### config.mk
export PLATFORM = sky130hd
export DESIGN_NAME = fetch_unit
export DESIGN_NICKNAME = d
export VERILOG_FILES = /design/src/rtl/fetch_unit_pkg.sv /design/src/rtl/fetch_unit_ret_stack.sv /design/src/rtl/fetch_unit.sv
export SDC_FILE = /design/constraint.sdc
export NUM_CORES = 1
export LEC_CHECK = 0
export ABC_AREA = 1
export CAP_MARGIN = 10
export CORE_MARGIN = 5
export CORE_UTILIZATION = 58
export DETAILED_ROUTE_END_ITERATION = 7
export PLACE_DENSITY_LB_ADDON = 0.12
export SYNTH_ARGS = -nofsm -noshare
export SYNTH_HDL_FRONTEND = slang
export SYNTH_HIERARCHICAL = 1
export SYNTH_SLANG_ARGS = --single-unit
### constraint.sdc
create_clock -name clk -period 6.29 [get_ports clk]
set_clock_uncertainty 0.1 [all_clocks]
set_input_delay 0.9435 -clock clk [delete_from_list [all_inputs] [get_ports clk]]
set_output_delay 0.9435 -clock clk [all_outputs]
set_load 0.01 [all_outputs]
### src/rtl/fetch_unit_pkg.sv
// Shared constants for the instruction-fetch stage: instruction word layout and FSM encodings.
package fetch_unit_pkg;
  localparam int INSTR_WORD_SIZE = 16;
  localparam int OPCODE_HI       = 15;
  localparam int OPCODE_LO       = 11;

  typedef enum logic [1:0] {
    ST_IDLE = 2'd0,
    ST_BUSY = 2'd1,
    ST_DONE = 2'd2
  } fetch_state_t;
endpackage

### src/rtl/fetch_unit_ret_stack.sv
// Return-address LIFO: push writes at sp and increments, pop decrements; dout is the top entry.
// Push when full and pop when empty are dropped here; the caller raises the error flags.
module ret_stack #(
  parameter int DEPTH  = 8,
  parameter int DATA_W = 10,
  parameter int IDX_W  = $clog2(DEPTH),
  parameter int SP_W   = $clog2(DEPTH) + 1
) (
  input  logic              clk,
  input  logic              rst,
  input  logic              push,
  input  logic              pop,
  input  logic [DATA_W-1:0] din,
  output logic [DATA_W-1:0] dout,
  output logic              full,
  output logic              empty,
  output logic [SP_W-1:0]   sp
);
  logic [DATA_W-1:0] r_mem [DEPTH];
  logic [SP_W-1:0]   r_sp;
  logic [IDX_W-1:0]  w_top_idx;

  assign w_top_idx = IDX_W'(r_sp - SP_W'(1));
  assign dout      = r_mem[w_top_idx];
  assign full      = (r_sp == SP_W'(DEPTH));
  assign empty     = (r_sp == '0);
  assign sp        = r_sp;

  always_ff @(posedge clk) begin
    if (rst) begin
      r_sp <= '0;
    end else if (push && !full) begin
      r_mem[r_sp[IDX_W-1:0]] <= din;
      r_sp                   <= r_sp + SP_W'(1);
    end else if (pop && !empty) begin
      r_sp <= r_sp - SP_W'(1);
    end
  end
endmodule

### src/rtl/fetch_unit.sv
// Instruction fetch: owns PC, IR and the return stack; one fetch per fetch_start, done pulses 2+wait edges later.
// Memory wait states stall in BUSY with address held; PC commands are honoured only in IDLE.
module fetch_unit
  import fetch_unit_pkg::*;
#(
  parameter int ADDR_W      = 10,
  parameter int RESET_PC    = 0,
  parameter int STACK_DEPTH = 8
) (
  input  logic                       clk,
  input  logic                       rst,
  input  logic                       fetch_start,
  input  logic                       jump_en,
  input  logic                       call_en,
  input  logic                       ret_en,
  input  logic [ADDR_W-1:0]          jump_target,
  output logic [ADDR_W-1:0]          mem_addr,
  output logic                       mem_req,
  input  logic [INSTR_WORD_SIZE-1:0] mem_rdata,
  input  logic                       mem_ack,
  output logic [INSTR_WORD_SIZE-1:0] ir,
  output logic [4:0]                 opcode,
  output logic [ADDR_W-1:0]          pc,
  output logic                       busy,
  output logic                       fetch_done,
  output logic                       err_overflow,
  output logic                       err_underflow
);
  localparam int SP_W = $clog2(STACK_DEPTH) + 1;

  fetch_state_t               r_state, w_state_nxt;
  logic [ADDR_W-1:0]          r_pc, w_pc_nxt;
  logic [INSTR_WORD_SIZE-1:0] r_ir;
  logic                       r_err_ovf, r_err_unf;
  logic                       w_push, w_pop, w_ir_load, w_ovf_set, w_unf_set;
  logic                       w_full, w_empty;
  logic [ADDR_W-1:0]          w_stack_top;
  logic [SP_W-1:0]            w_sp;

  ret_stack #(
    .DEPTH  (STACK_DEPTH),
    .DATA_W (ADDR_W)
  ) u_stack (
    .clk   (clk),
    .rst   (rst),
    .push  (w_push),
    .pop   (w_pop),
    .din   (r_pc),
    .dout  (w_stack_top),
    .full  (w_full),
    .empty (w_empty),
    .sp    (w_sp)
  );

  // Priority in IDLE: ret > call > jump > fetch_start; one action per cycle.
  always_comb begin
    w_state_nxt = r_state;
    w_pc_nxt    = r_pc;
    w_push      = 1'b0;
    w_pop       = 1'b0;
    w_ir_load   = 1'b0;
    w_ovf_set   = 1'b0;
    w_unf_set   = 1'b0;
    case (r_state)
      ST_IDLE: begin
        if (ret_en) begin
          if (!w_empty) begin
            w_pop    = 1'b1;
            w_pc_nxt = w_stack_top;
          end else begin
            w_unf_set = 1'b1;
          end
        end else if (call_en) begin
          w_push    = !w_full;
          w_ovf_set = w_full;
          w_pc_nxt  = jump_target;
        end else if (jump_en) begin
          w_pc_nxt = jump_target;
        end else if (fetch_start) begin
          w_state_nxt = ST_BUSY;
        end
      end
      ST_BUSY: begin
        if (mem_ack) begin
          w_ir_load   = 1'b1;
          w_pc_nxt    = r_pc + ADDR_W'(1);
          w_state_nxt = ST_DONE;
        end
      end
      ST_DONE: w_state_nxt = ST_IDLE;
      default: w_state_nxt = ST_IDLE;
    endcase
  end

  always_ff @(posedge clk) begin
    if (rst) begin
      r_state   <= ST_IDLE;
      r_pc      <= ADDR_W'(RESET_PC);
      r_ir      <= '0;
      r_err_ovf <= 1'b0;
      r_err_unf <= 1'b0;
    end else begin
      r_state   <= w_state_nxt;
      r_pc      <= w_pc_nxt;
      r_err_ovf <= r_err_ovf | w_ovf_set;
      r_err_unf <= r_err_unf | w_unf_set;
      if (w_ir_load) r_ir <= mem_rdata;
    end
  end

  assign mem_addr      = r_pc;
  assign mem_req       = (r_state == ST_BUSY);
  assign busy          = (r_state != ST_IDLE);
  assign fetch_done    = (r_state == ST_DONE);
  assign pc            = r_pc;
  assign ir            = r_ir;
  assign opcode        = r_ir[OPCODE_HI:OPCODE_LO];
  assign err_overflow  = r_err_ovf;
  assign err_underflow = r_err_unf;

  a_sp_sane: assert property (@(posedge clk) disable iff (rst)
    (w_sp <= SP_W'(STACK_DEPTH)) && !(w_full && w_empty));
endmodule
# After elaboration in Yosys (flattened, before gate mapping)
# Memory sizes are Yosys's and may differ from the RTL's.
# Cells that the tools add are included.
# op_classes
addsub	3
mul	0
n_div	0
order_cmp	0
eq_ne	10
shift	0
mux	31
n_bitwise	2
n_reduce_logical	11
# op_table
cell	n
two-way mux 10 bit	5
one-hot mux 10 bit (2 select lines)	1
two-way mux 1 bit	17
adder 10 x 1 -> 10 bit, second input constant	1
two-way mux 2 bit	5
two-way mux 4 bit	2
!= test 2 bit, second input constant	4
nonzero test 2 bit	3
AND reduction 5 bit	1
adder 4 x 1 -> 4 bit, second input constant	1
equality test 4 bit, second input constant	1
logical NOT 4 bit	1
!= test 4 bit, second input constant	1
one-hot mux 2 bit (2 select lines)	1
AND reduction 4 bit	1
subtractor 4 x 1 -> 4 bit, second input constant	1
!= test 3 bit, second input constant	1
equality test 2 x 1 -> 1 bit, second input constant	1
equality test 2 bit, second input constant	1
logical AND 1 bit	2
logical NOT 1 bit	2
logical NOT 2 bit	1
!= test 2 x 1 -> 1 bit, second input constant	1
OR 1 bit	2
# totals
regBits	34
latch_bits	0
mem_bits_rw	80
mem_bits_ro	0
wordCells	64
n_memories	1
# mem_list
name	words	width	read_ports	rd_ports_with_merged_regs	wr	line_no	rtl
u_stack.r_mem	8	10	1	0	1	fetch_unit_ret_stack.sv:19	logic [DATA_W-1:0] r_mem [DEPTH];

# Logic depth before layout (Yosys ltp)
# Gate-level depths: netlist of run 1.
# depth
ltp_word	9
mapped_depth	17
ltp_nobuf	13

# Cells and area by module
# The synthesis of run 1 kept the hierarchy.
# by_module_without_submodules
mod	instances	cells_per_inst	area_each_um2
ret_stack	1	296	3552.2
fetch_unit	1	259	1765.4

# Least setup slack after synthesis of run 1
# OpenSTA, ideal clock, no wires.
# synth_path
kind	flip-flop to flip-flop
start	reg u_stack.r_sp[0] (netlist: u_stack/sp[0])
end	mem u_stack.r_mem[7][0] (enable)
setup_ns	0.385
t_arrival_ns	2.425
path_slack_ns	3.381
stages_incl_launch_ff	13
path_buffers	3
synth_period_minus_slack_ns	2.909
cell_sequence	dfxtp_1 > buf_6 > inv_2 > buf_6 > buf_2 > ha_1 > nand3_2 > inv_1 > nor3_1 > nand2_4 > nor2_4 > inv_2 > nor4_2
# synth_between
elab_chain_len	9
# synth_rtl
item	line_no	rtl
from (decl)	fetch_unit_ret_stack.sv:20	logic [SP_W-1:0] r_sp;
from (signal assigned)	fetch_unit_ret_stack.sv:34	r_sp <= r_sp + SP_W'(1);
from (signal assigned)	fetch_unit_ret_stack.sv:36	r_sp <= r_sp - SP_W'(1);
equality test 4 bit	fetch_unit_ret_stack.sv:25	assign full = (r_sp == SP_W'(DEPTH));
via w_full	fetch_unit.sv:36	logic w_full, w_empty;
logical NOT 1 bit	fetch_unit.sv:74	w_push = !w_full;
two-way mux 1 bit	fetch_unit.sv:73	end else if (call_en) begin
two-way mux 1 bit	fetch_unit.sv:66	if (ret_en) begin
two-way mux 1 bit	fetch_unit.sv:64	case (r_state)
via w_push	fetch_unit.sv:35	logic w_push, w_pop, w_ir_load, w_ovf_set, w_unf_set;
logical AND 1 bit	fetch_unit_ret_stack.sv:32	end else if (push && !full) begin
two-way mux 1 bit	fetch_unit_ret_stack.sv:32	
two-way mux 1 bit	fetch_unit_ret_stack.sv:30	if (rst) begin
two-way mux 1 bit (implied by the code)	fetch_unit_ret_stack.sv:33	r_mem[r_sp[IDX_W-1:0]] <= din;
to (decl)	fetch_unit_ret_stack.sv:19	
# The timed path passes the listed nets, and every way through them passes these cells.

# Final worst setup path of run 1
# layout_path
start	in ret_en
end	mem u_stack.r_mem[7][9] (enable)
# layout_between
elab_chain_len	6
# layout_rtl
item	line_no	rtl
from (decl)	fetch_unit.sv:15	input logic ret_en,
two-way mux 1 bit	fetch_unit.sv:66	
two-way mux 1 bit	fetch_unit.sv:64	
via w_push	fetch_unit.sv:35	
logical AND 1 bit	fetch_unit_ret_stack.sv:32	
two-way mux 1 bit	fetch_unit_ret_stack.sv:32	
two-way mux 1 bit	fetch_unit_ret_stack.sv:30	
two-way mux 1 bit (implied by the code)	fetch_unit_ret_stack.sv:33	
# The timed path passes the listed nets, and every way through them passes these cells.

==> reports/results.tsv, run 1 <==
stage	metric	value	unit
run_status	outcome	finished, final reports clean	
worst_setup_path	crit_arrival	3.69	ns
clock_tree	max-clock-path-buffers	2	
route	post-route-drc-count	0	
floorplanning	placeableCoreArea	0.00911	mm^2
timing	min_cycle_time_layout	3.65	ns
placed_design	dp_slack	2.12	ns
layout	layout.nets	651	
timing	timing.final.setup_violations	0	
route	detailroute.via_count	4241	
clock_tree	hold_buffers	0	
yosys	synth.yosys.warnings	6	
clock_tree	cts_post_setup_buffers_inserted	0	
timing	finalHoldViolations	0	
yosys	synth.avg_cell_area	9.58	um^2
timing	tightestPinTransition	1.07	ns
min_path	hold_class	flop to flop	
global_routing	globalRouteTotalUtil	24.3	%
route	routed_via_density	5.74	
timing	min_period_over_period	58.1	%
clock_tree	clkTransAtPathRegs	0.06	ns
worst_setup_path	critPathCaptureType	flop	
layout	multiInputGateArea	0.00181	mm^2
placed_design	hpwl	8460	um
worst_setup_path	timing.critical_path.cells	clkdlybuf4s50_1 -> inv_1 -> nand2_1 -> nor3_1 -> nand2_4 -> nor2_4 -> inv_2 -> nor4_2	
route	firstDrtPassIters	7	
flow_run	max-cap-violations	0	
yosys	netlist_instances	555	
global_routing	grt_max_degree	47	
route	wirelength	13400	um
worst_setup_path	critPathKind	input port to flop	
clock_tree	post_cts_resize_count	0	
timing	max_freq	274	MHz
yosys	number_of_synthesized_register_bits	114	
layout	seq_area	0.00308	mm^2
worst_setup_path	biggest_cell_delay_along_the_critical_path	0.81	ns
layout	drive_above_1_share	11.3	%
timing	layout_setup_ws	2.64	ns
power_and_ir_drop	pwr_density	370	mW/mm^2
clock_tree	cts_inserted_buffers	17	
layout	syn2layout_area_growth	23.6	%
placed_design	place.gp.congestion	0.874	
route	route.detailed.wl_per_inst	18.1	um
timing	fin_tns_setup	0	ns
clock_tree	cts_root_buffer	sky130_fd_sc_hd__clkbuf_8	
clock_tree	clock_sinks	114	
floorplanning	die-area	0.0112	mm^2
layout	highest_count_cells_in_the_layout_ignoring_fill_and_taps	105 x sky130_fd_sc_hd__nor2_1, 80 x sky130_fd_sc_hd__edfxtp_1, 78 x sky130_fd_sc_hd__clkdlybuf4s50_1	
floorplanning	initial_core_utilization	58.4	%
yosys	ys_types	34	
yosys	mappedNetlistNets	591	
timing	rsz_0062_raised_after_global_routing	false	
global_routing	grt_overflow_total	0	
layout	nFillCells	646	
power_and_ir_drop	vdd.ir_drop.worst	0.266	mV
worst_setup_path	critPathRequiredTime	6.33	ns
floorplanning	floorplan.io_pins	79	
yosys	syn-cell-area	0.00532	mm^2
worst_setup_path	critical_path.max_fanout	15	
clock_tree	cts_tree	built	
floorplanning	fp.dieW	106	um
global_routing	number_of_global_route_vias_before_repair	3949	
floorplanning	dieHeight	106	um
yosys	ys_seq_area_share	58.0	%
worst_setup_path	start_kind	input port	
worst_setup_path	critical_path.slowest_cell	sky130_fd_sc_hd__nor4_2	
layout	mostFrequentLayoutCell	sky130_fd_sc_hd__nor2_1	
layout	n_antenna_cell	0	
clock_tree	htree_depth	4	
floorplanning	rows	35	
timing	slew_hr	28.4	%
route	postRouteAntennaNets	0	
global_routing	grt_pass1_wl	20900	um
route	detail_route.iter0.violations	403	
power_and_ir_drop	cellLeakagePower	0.00235	uW
placed_design	buffer_ports.inserted	78	
clock_tree	clock_insertion_delay_at_the_later_pin_of_the_skew_report	0.52	ns
global_routing	grt_antenna_before_repair	0	
timing	drv_slew	0	
synthesized netlist by cell type, drive strengths merged:
| cell | instances | share of area, % |
|---|---|---|
| nor2 | 110 | 8.3 |
| nand2 | 85 | 6.8 |
| edfxtp | 80 | 45 |
| o21ai | 67 | 6.3 |
| a21oi | 44 | 4.6 |
| buf | 36 | 5.2 |
| dfxtp | 34 | 13 |
| nand3 | 34 | 3.9 |
| inv | 31 | 2.3 |
| o21a | 10 | 1.4 |
| clkbuf | 7 | 0.52 |
| nor3 | 7 | 1.0 |
| ha | 3 | 0.71 |
| nand4 | 2 | 0.24 |
| a31oi | 1 | 0.12 |
| nand3b | 1 | 0.14 |
| nor4 | 1 | 0.24 |
| o21bai | 1 | 0.14 |
| xnor2 | 1 | 0.16 |
worst max-delay path: cells and delay by family:
kind	cells	cell delay, ns
and+or+nand+nor	5	1.52
buffers and inverters	3	1.22
cells by family after synthesis:
group,Yosys count,synth area share [%]
buf+inv,74,8.00
fa+ha+maj,3,0.706
compound gates,123,12.6
xor+xnor,1,0.165
simple gates,240,20.5
flops,114,58.0
where the power goes:
group | switching, uW | total, uW | internal (uW)
Combinational | 344 | 564 | 220
Sequential | 71.7 | 938 | 866
Clock | 360 | 929 | 568
Total | 776 | 2430 | 1650
final timing paths:
check                        endpoint           from  cells past startpoint  slack, ns
setup / recovery  u_stack/r_mem[7][9]         ret_en                      8       2.64
hold / removal           err_overflow   err_overflow                      2       0.35
setup reg to reg  u_stack/r_mem[7][9]  u_stack/sp[0]                     10       3.09
hold reg to reg          err_overflow   err_overflow                      2       0.35
metal layers:
layer	global-route usage, %	wire length, um	vias to the layer above	part of all wire, %
met5	0	0	-	0
met4	8.51	317	0	2.4
met3	6.37	1290	30	9.6
met2	36.1	6100	239	46
met1	34.6	5690	1977	42
li1	-	-	1995	-
final cells by class:
cell class | instances | share of cell area (%)
Tap cell | 111 | 2.11
Inverter | 31 | 1.85
Sequential cell | 114 | 46.9
Multi-Input combinational cell | 367 | 27.5
Timing Repair Buffer | 84 | 12.9
Clock buffer | 18 | 6.36
Clock inverter | 14 | 2.36
per-stage QoR:
| stage | util (%) | cell area, um^2 | hold WS, ns | cells | total power, uW |
|---|---|---|---|---|---|
| detailed placement | 65.5 | 5970 | 0.340 | 706 | 1490 |
| global placement | 65.5 | 5970 | 0.340 | 706 | 1480 |
| CTS | 71.8 | 6540 | 0.349 | 738 | 2410 |
| global route | 72.1 | 6570 | 0.383 | 739 | 2530 |
| floorplan | - | 5320 | 0.374 | 555 | 1300 |
| finish | 72.1 | 6570 | 0.350 | 739 | 2430 |
registers in the layout, indices dropped and copies added, names as in the netlist:
signal         count
u_stack/r_mem     80
ir                16
mem_addr          10
u_stack/sp         4
r_state            2
err_overflow       1
err_underflow      1
Power figures use the tool's default switching activity.
==> run 2, diff against run 1 <==
Settings changed: CORE_UTILIZATION 58 to 54.
Clock period 6.29 ns to 3.6 ns, I/O delays scaled along.
==> run 2 against run 1 <==
Count of clock-buffer cells in the layout increased by 1. Global-route usage decreased by 1.1 points. Total power increased by 69%. Routed wire length about the same. Final cell count increased by 3.9%. Non-clock buffer count increased by 7. Worst hold slack got worse by 0.0037 ns. Register-to-register slack got worse by 2.4 ns. Combinational power increased by 77%. Highest routed layer is now met5.
==> reports/results.tsv, run 2 (synthesis gave the netlist of run 1 again) <==
stage	metric	value	unit	change
worst_setup_path	r2r.worst_path.cells	9		-1
route	route.detailed.wl_per_inst	17.4	um	-3.7%
power_and_ir_drop	pwr_density	624	mW/mm^2	+69%
timing	fin_tns_setup	0	ns	unchanged
worst_setup_path	worst_r2r_startpoint	u_stack/sp[1]		
layout	design_area	0.00660	mm^2	+0.36%
layout	mostFrequentLayoutCell	sky130_fd_sc_hd__nor2_1		
global_routing	grt_antenna_before_repair	1		+1
layout	layout.nets	658		+1.1%
layout	seq_area	0.00308	mm^2	unchanged
route	detailroute.via_count	4179		-1.5%
timing	drv_slew	0		unchanged
layout	nFillCells	756		+17%
clock_tree	clock_sinks	114		unchanged
flow_run	max-cap-violations	0		unchanged
clock_tree	clock_insertion_delay_at_the_later_pin_of_the_skew_report	0.50	ns	-0.02 ns
worst_setup_path	critical-path-top-delay-family	simple AND/OR/NAND/NOR gates		
global_routing	grt_max_degree	47		unchanged
worst_setup_path	timing.critical_path.cells	inv_1 -> ha_1 -> nand3_2 -> inv_1 -> nor3_1 -> nand2_4 -> nor2_4 -> nand2_2 -> nor2_1		
floorplanning	floorplan.io_pins	79		unchanged
worst_setup_path	start_kind	flop		
min_path	hold_class	flop to flop		
worst_setup_path	critPathKind	flop to flop		
floorplanning	rows	36		+2.9%
route	postRouteAntennaNets	0		unchanged
layout	postLayoutCoreUtil	68.1	%	-4.0 points
worst_setup_path	critical_path.max_fanout	10		-5
clock_tree	post_cts_resize_count	0		unchanged
timing	min_period_over_period	80.6	%	
global_routing	number_of_global_route_vias_before_repair	3935		-0.35%
placed_design	placedInstanceArea	0.00606	mm^2	+1.5%
clock_tree	cts_tree	built		
timing	tightestPinTransition	0.853	ns	-0.213 ns
timing	rsz_0062_raised_after_global_routing	false		
timing	max_freq	345	MHz	
clock_tree	htree_depth	4		unchanged
floorplanning	placeableCoreArea	0.00968	mm^2	+6.3%
placed_design	hpwl	8860	um	+4.8%
layout	instances_no_fill	768		+3.9%
route	firstDrtPassIters	5		-2
clock_tree	hold_buffers	0		unchanged
placed_design	buffer_ports.inserted	78		unchanged
power_and_ir_drop	cellLeakagePower	0.00236	uW	+0.23%
floorplanning	initial_core_utilization	54.9	%	-3.5 points
floorplanning	dieHeight	109	um	+3.3%
worst_setup_path	crit_arrival	2.92	ns	-0.77 ns
layout	drive_above_1_share	12.1	%	+0.82 points
worst_setup_path	biggest_cell_delay_along_the_critical_path	0.68	ns	-0.13 ns
layout	highest_count_cells_in_the_layout_ignoring_fill_and_taps	105 x sky130_fd_sc_hd__nor2_1, 80 x sky130_fd_sc_hd__edfxtp_1, 78 x sky130_fd_sc_hd__clkdlybuf4s50_1		
min_path	holdCritStartpoint	err_overflow		
power_and_ir_drop	vdd.ir_drop.worst	0.353	mV	+33%
placed_design	dp_cells	736		+4.2%
worst_setup_path	critical_path.slowest_cell	sky130_fd_sc_hd__nor2_1		
worst_setup_path	critPathBufInv	2		-1
global_routing	grt_pass1_wl	20700	um	-0.82%
layout	multiInputGateArea	0.00181	mm^2	unchanged
worst_setup_path	worst_r2r_endpoint	u_stack/r_mem[0][3]		
global_routing	grt_overflow_total	0		unchanged
floorplanning	die-area	0.0119	mm^2	+6.7%
placed_design	place.gp.congestion	0.858		-1.9%
route	routed_via_density	5.44		-5.2%
layout	flip_flop_count_of_the_largest_register_all_copies_and_words_added	80		unchanged
clock_tree	max-clock-path-buffers	2		unchanged
clock_tree	cts_root_buffer	sky130_fd_sc_hd__clkbuf_8		
worst_setup_path	critPathMostFrequentCell	sky130_fd_sc_hd__inv_1		
layout	n_antenna_cell	0		unchanged
route	detail_route.iter0.violations	353		-12%
global_routing	globalRouteTotalUtil	23.2	%	-1.1 points
timing	finalHoldViolations	0		unchanged
worst_setup_path	critPathRequiredTime	3.62	ns	-2.71 ns
worst_setup_path	launching_instance_or_port_of_the_critical_path	u_stack/sp[1]		
run_status	outcome	finished, final reports clean		
clock_tree	cts_post_setup_buffers_inserted	0		unchanged
worst_setup_path	critPathCaptureType	flop		
clock_tree	clkTransAtPathRegs	0.06	ns	about the same
route	wirelength	13400	um	about the same
min_path	min_delay_path_depth	2		unchanged
route	post-route-drc-count	0		unchanged
floorplanning	fp.dieW	109	um	+3.3%
min_path	whs_endpoint	err_overflow		
timing	timing.final.setup_violations	0		unchanged
worst_setup_path	regToRegSetupSlack	0.70	ns	-2.39 ns
clock_tree	cts_inserted_buffers	17		unchanged
timing	min_cycle_time_layout	2.90	ns	
power_and_ir_drop	p_total	4110	uW	+69%
layout	syn2layout_area_growth	24.0	%	
timing	slew_hr	42.9	%	+15 points
==> run 2: changes by cell type in the layout (fill, tap and decap cells not counted), sizes merged <==
cell,change
buf,+7
bufinv,-1
clkbuf,+1
clkinv,+2
clkinvlp,+2
inv,-4
==> run 2: metal layers <==
metal	share of wire, %	track usage, %	up-vias
met2	47	35.9	161
li1	-	-	2000
met5	0.060	0	-
met4	1.6	6.77	2
met1	44	32.6	1996
met3	6.9	5.68	20
==> run 2: worst max path at each step <==
stage / to / slack [ns] / depth (start not counted)
6_report: u_stack/r_mem[0][3] / 0.70 / 9
5_1_grt: mem_addr[8] / 0.51 / 12
4_1_cts: u_stack/r_mem[0][1] / 0.72 / 9
3_5_place_dp: u_stack/r_mem[0][2] / 0.63 / 7
3_3_place_gp: u_stack/r_mem[0][5] / 0.70 / 7
2_1_floorplan: u_stack/r_mem[7][0] / 0.69 / 12
==> run 2: where the power goes <==
group / internal (uW) / switching [uW] / leakage [uW]
Clock: 911 / 583 / 0.000244
Combinational: 383 / 616 / 0.00110
Sequential: 1510 / 107 / 0.00101
Total: 2810 / 1310 / 0.00236
==> run 2: layout make-up <==
class,count,area share (%)
Clock buffer,19,6.39
Clock inverter,13,1.75
Sequential cell,114,46.7
Tap cell,133,2.52
Multi-Input combinational cell,367,27.4
Timing Repair Buffer,91,13.3
Inverter,31,1.84
==> run 2: through the flow <==
| step | setup slack, ns | hold WS (ns) |
|---|---|---|
| after floorplan | 0.691 | 0.374 |
| final | 0.699 | 0.346 |
| after global placement | 0.700 | 0.340 |
| after global routing | 0.507 | 0.377 |
| after CTS | 0.723 | 0.351 |
| after detailed placement | 0.627 | 0.342 |
==> run 2: worst reg2reg max path, cell delays in order (launching register included) <==
cell	delay [ns]
sky130_fd_sc_hd__dfxtp_1	0.37
sky130_fd_sc_hd__inv_1	0.17
sky130_fd_sc_hd__ha_1	0.31
sky130_fd_sc_hd__nand3_2	0.13
sky130_fd_sc_hd__inv_1	0.06
sky130_fd_sc_hd__nor3_1	0.31
sky130_fd_sc_hd__nand2_4	0.13
sky130_fd_sc_hd__nor2_4	0.15
sky130_fd_sc_hd__nand2_2	0.11
sky130_fd_sc_hd__nor2_1	0.68
==> run 3, diff against run 2 <==
Settings changed: CORE_UTILIZATION 54 to 49.
Clock period 3.6 ns to 2.6 ns, I/O delays scaled along.
==> run 3 against run 2 <==
Sequential cell count did not move. Worst hold slack gained 0.0012 ns. Count of clock-buffer cells in the layout is 2 higher. Sequential share of layout area decreased by 0.80 points. Final area grew 1.7%. Critical path depth fell by 6. Final cell count rose by 2.1%. Via count fell by 0.84%. Core utilization is 5.7 points lower. Highest routed layer is now met4.
==> reports/results.tsv, run 3 (synthesis gave the netlist of run 1 again) <==
stage	metric	value	unit	change
floorplanning	initial_core_utilization	49.5	%	-5.4 points
run_status	outcome	finished, final reports clean		
worst_setup_path	biggest_cell_delay_along_the_critical_path	0.59	ns	-0.09 ns
route	postRouteAntennaNets	0		unchanged
power_and_ir_drop	pwr_density	844	mW/mm^2	+35%
min_path	holdCritStartpoint	err_underflow		
global_routing	grt_max_degree	47		unchanged
layout	highest_count_cells_in_the_layout_ignoring_fill_and_taps	102 x sky130_fd_sc_hd__nor2_1, 80 x sky130_fd_sc_hd__edfxtp_1, 78 x sky130_fd_sc_hd__clkdlybuf4s50_1		
route	post-route-drc-count	0		unchanged
floorplanning	placeableCoreArea	0.0107	mm^2	+11%
floorplanning	floorplan.io_pins	79		unchanged
worst_setup_path	timing.critical_path.cells	nand2_4 -> inv_6 -> clkdlybuf4s50_1		
worst_setup_path	crit_arrival	1.94	ns	-0.98 ns
clock_tree	htree_depth	4		unchanged
timing	min_period_over_period	93.7	%	
clock_tree	cts_root_buffer	sky130_fd_sc_hd__clkbuf_8		
global_routing	grt_pass1_wl	21700	um	+4.7%
worst_setup_path	start_kind	flop		
worst_setup_path	critPathKind	flop to output port		
power_and_ir_drop	power.share.clock	34.8	%	-1.5 points
power_and_ir_drop	intPower	3900	uW	+39%
worst_setup_path	r2r.worst_path.cells	9		unchanged
timing	fin_tns_setup	0	ns	unchanged
min_path	min_delay_path_depth	2		unchanged
route	detail_route.iter0.violations	460		+30%
route	wirelength	13700	um	+2.0%
timing	slew_hr	64.4	%	+21 points
route	detailroute.via_count	4144		-0.84%
route	firstDrtPassIters	5		unchanged
flow_run	max-cap-violations	0		unchanged
worst_setup_path	worst_r2r_endpoint	u_stack/r_mem[5][6]		
worst_setup_path	critical_path.slowest_cell	sky130_fd_sc_hd__clkdlybuf4s50_1		
placed_design	place.gp.congestion	0.816		-4.9%
worst_setup_path	regToRegSetupSlack	0.26	ns	-0.44 ns
worst_setup_path	cp_num_cells	3		-6
placed_design	placedInstanceArea	0.00621	mm^2	+2.5%
power_and_ir_drop	cellLeakagePower	0.00247	uW	+4.7%
clock_tree	hold_buffers	0		unchanged
clock_tree	clkTransAtPathRegs	0.05	ns	about the same
placed_design	hpwl	9480	um	+7.0%
floorplanning	die-area	0.0130	mm^2	+9.2%
worst_setup_path	critical_path.max_fanout	31		+21
layout	n_antenna_cell	0		unchanged
global_routing	grt_overflow_total	0		unchanged
layout	syn2layout_area_growth	26.2	%	
worst_setup_path	critPathCaptureType	output port		
global_routing	globalRouteTotalUtil	22.2	%	-1.0 points
worst_setup_path	worst_r2r_startpoint	u_stack/sp[1]		
min_path	whs_endpoint	err_underflow		
power_and_ir_drop	vdd.ir_drop.worst	0.450	mV	+28%
clock_tree	clock_sinks	114		unchanged
power_and_ir_drop	power.share.switching	31.1	%	-0.61 points
power_and_ir_drop	power.switching	1760	uW	+35%
layout	layout.nets	669		+1.7%
floorplanning	dieHeight	114	um	+4.5%
timing	rsz_0062_raised_after_global_routing	false		
global_routing	number_of_global_route_vias_before_repair	4092		+4.0%
layout	design_area	0.00671	mm^2	+1.7%
timing	max_freq	411	MHz	
clock_tree	cts_inserted_buffers	17		unchanged
layout	drive_above_1_share	13.7	%	+1.5 points
worst_setup_path	critPathBufInv	2		unchanged
clock_tree	max-clock-path-buffers	2		unchanged
layout	flip_flop_count_of_the_largest_register_all_copies_and_words_added	80		unchanged
worst_setup_path	critical-path-top-delay-family	buffers and inverters		
timing	timing.final.setup_violations	0		unchanged
route	routed_via_density	5.29		-2.9%
floorplanning	rows	38		+5.6%
power_and_ir_drop	p_comb_share	26.0	%	+1.7 points
timing	tightestPinTransition	0.533	ns	-0.320 ns
min_path	hold_class	flop to flop		
layout	mostFrequentLayoutCell	sky130_fd_sc_hd__nor2_1		
timing	drv_slew	0		unchanged
clock_tree	cts_post_setup_buffers_inserted	0		unchanged
route	route.detailed.wl_per_inst	17.4	um	about the same
timing	min_cycle_time_layout	2.43	ns	
clock_tree	cts_tree	built		
placed_design	buffer_ports.inserted	78		unchanged
timing	finalHoldViolations	0		unchanged
worst_setup_path	critPathRequiredTime	2.11	ns	-1.51 ns
clock_tree	clock_insertion_delay_at_the_later_pin_of_the_skew_report	0.51	ns	about the same
floorplanning	fp.dieW	114	um	+4.5%
power_and_ir_drop	seq_power_share	39.2	%	-0.2 points
global_routing	grt_antenna_before_repair	0		-1
run 3: changes by cell type in the layout (fill, tap and decap cells not counted), sizes merged:
cell | previous run | this run
buf | 13 | 24
clkinvlp | 6 | 0
clkinv | 5 | 8
clkbuf | 19 | 21
inv | 32 | 31
run 3: timing repair:
action	4_1_cts	5_1_grt
endpoints found under the setup margin	0	1
hold endpoints to repair	0	0
resized for setup	0	1
run 3: worst min-delay path, stage by stage, from the launching register on:
cell and delay (ns):
sky130_fd_sc_hd__dfxtp_1 0.30, sky130_fd_sc_hd__inv_1 0.04, sky130_fd_sc_hd__a21oi_1 0.05
run 3: layout make-up:
class | instances | area [um^2]
Timing Repair Buffer | 102 | 961
Fill cell | 925 | 4040
Clock inverter | 9 | 67.6
Sequential cell | 114 | 3080
Tap cell | 140 | 175
Inverter | 31 | 126
Multi-Input combinational cell | 367 | 1870
Clock buffer | 21 | 429
run 3: power groups by stage:
| stage | clock network (uW) | logic [uW] | registers, uW |
|---|---|---|---|
| 6_report | 1970 | 1470 | 2220 |
| 3_3_place_gp | 0 | 1450 | 2250 |
| 2_1_floorplan | 0 | 925 | 2260 |
| 5_1_grt | 2090 | 1620 | 2230 |
| 4_1_cts | 1990 | 1480 | 2220 |
| 3_5_place_dp | 0 | 1460 | 2260 |
run 3: how the worst max path moves through the flow:
stage | start | end | slack (ns)
after floorplan | u_stack/sp[0] | u_stack/r_mem[7][0] | 0.008
final | r_state[0] | mem_req | 0.17
after global placement | ret_en | u_stack/r_mem[5][2] | 0.19
after CTS | r_state[0] | mem_req | 0.07
after global routing | r_state[0] | mem_req | 0.07
after detailed placement | ret_en | u_stack/r_mem[5][7] | 0.11
run 3: through the flow:
stage / instances / hold WS (ns) / worst slack (ns) / util [%] / total power, uW
2_1_floorplan: 555 / 0.359 / 0.00772 / - / 3180
3_3_place_gp: 754 / 0.340 / 0.187 / 57.8 / 3700
3_5_place_dp: 754 / 0.344 / 0.113 / 57.8 / 3720
4_1_cts: 784 / 0.337 / 0.0670 / 62.4 / 5680
5_1_grt: 784 / 0.351 / 0.0679 / 62.4 / 5940
6_report: 784 / 0.347 / 0.165 / 62.4 / 5660
run 3: metal layers:
layer  vias up  global-route usage, %  wire (um)
li1       2022                      -          -
met1      1972                   30.0       6130
met2       125                   34.9       6510
met3        25                   5.66        717
met4         0                   7.76        312
met5         -                      0          0
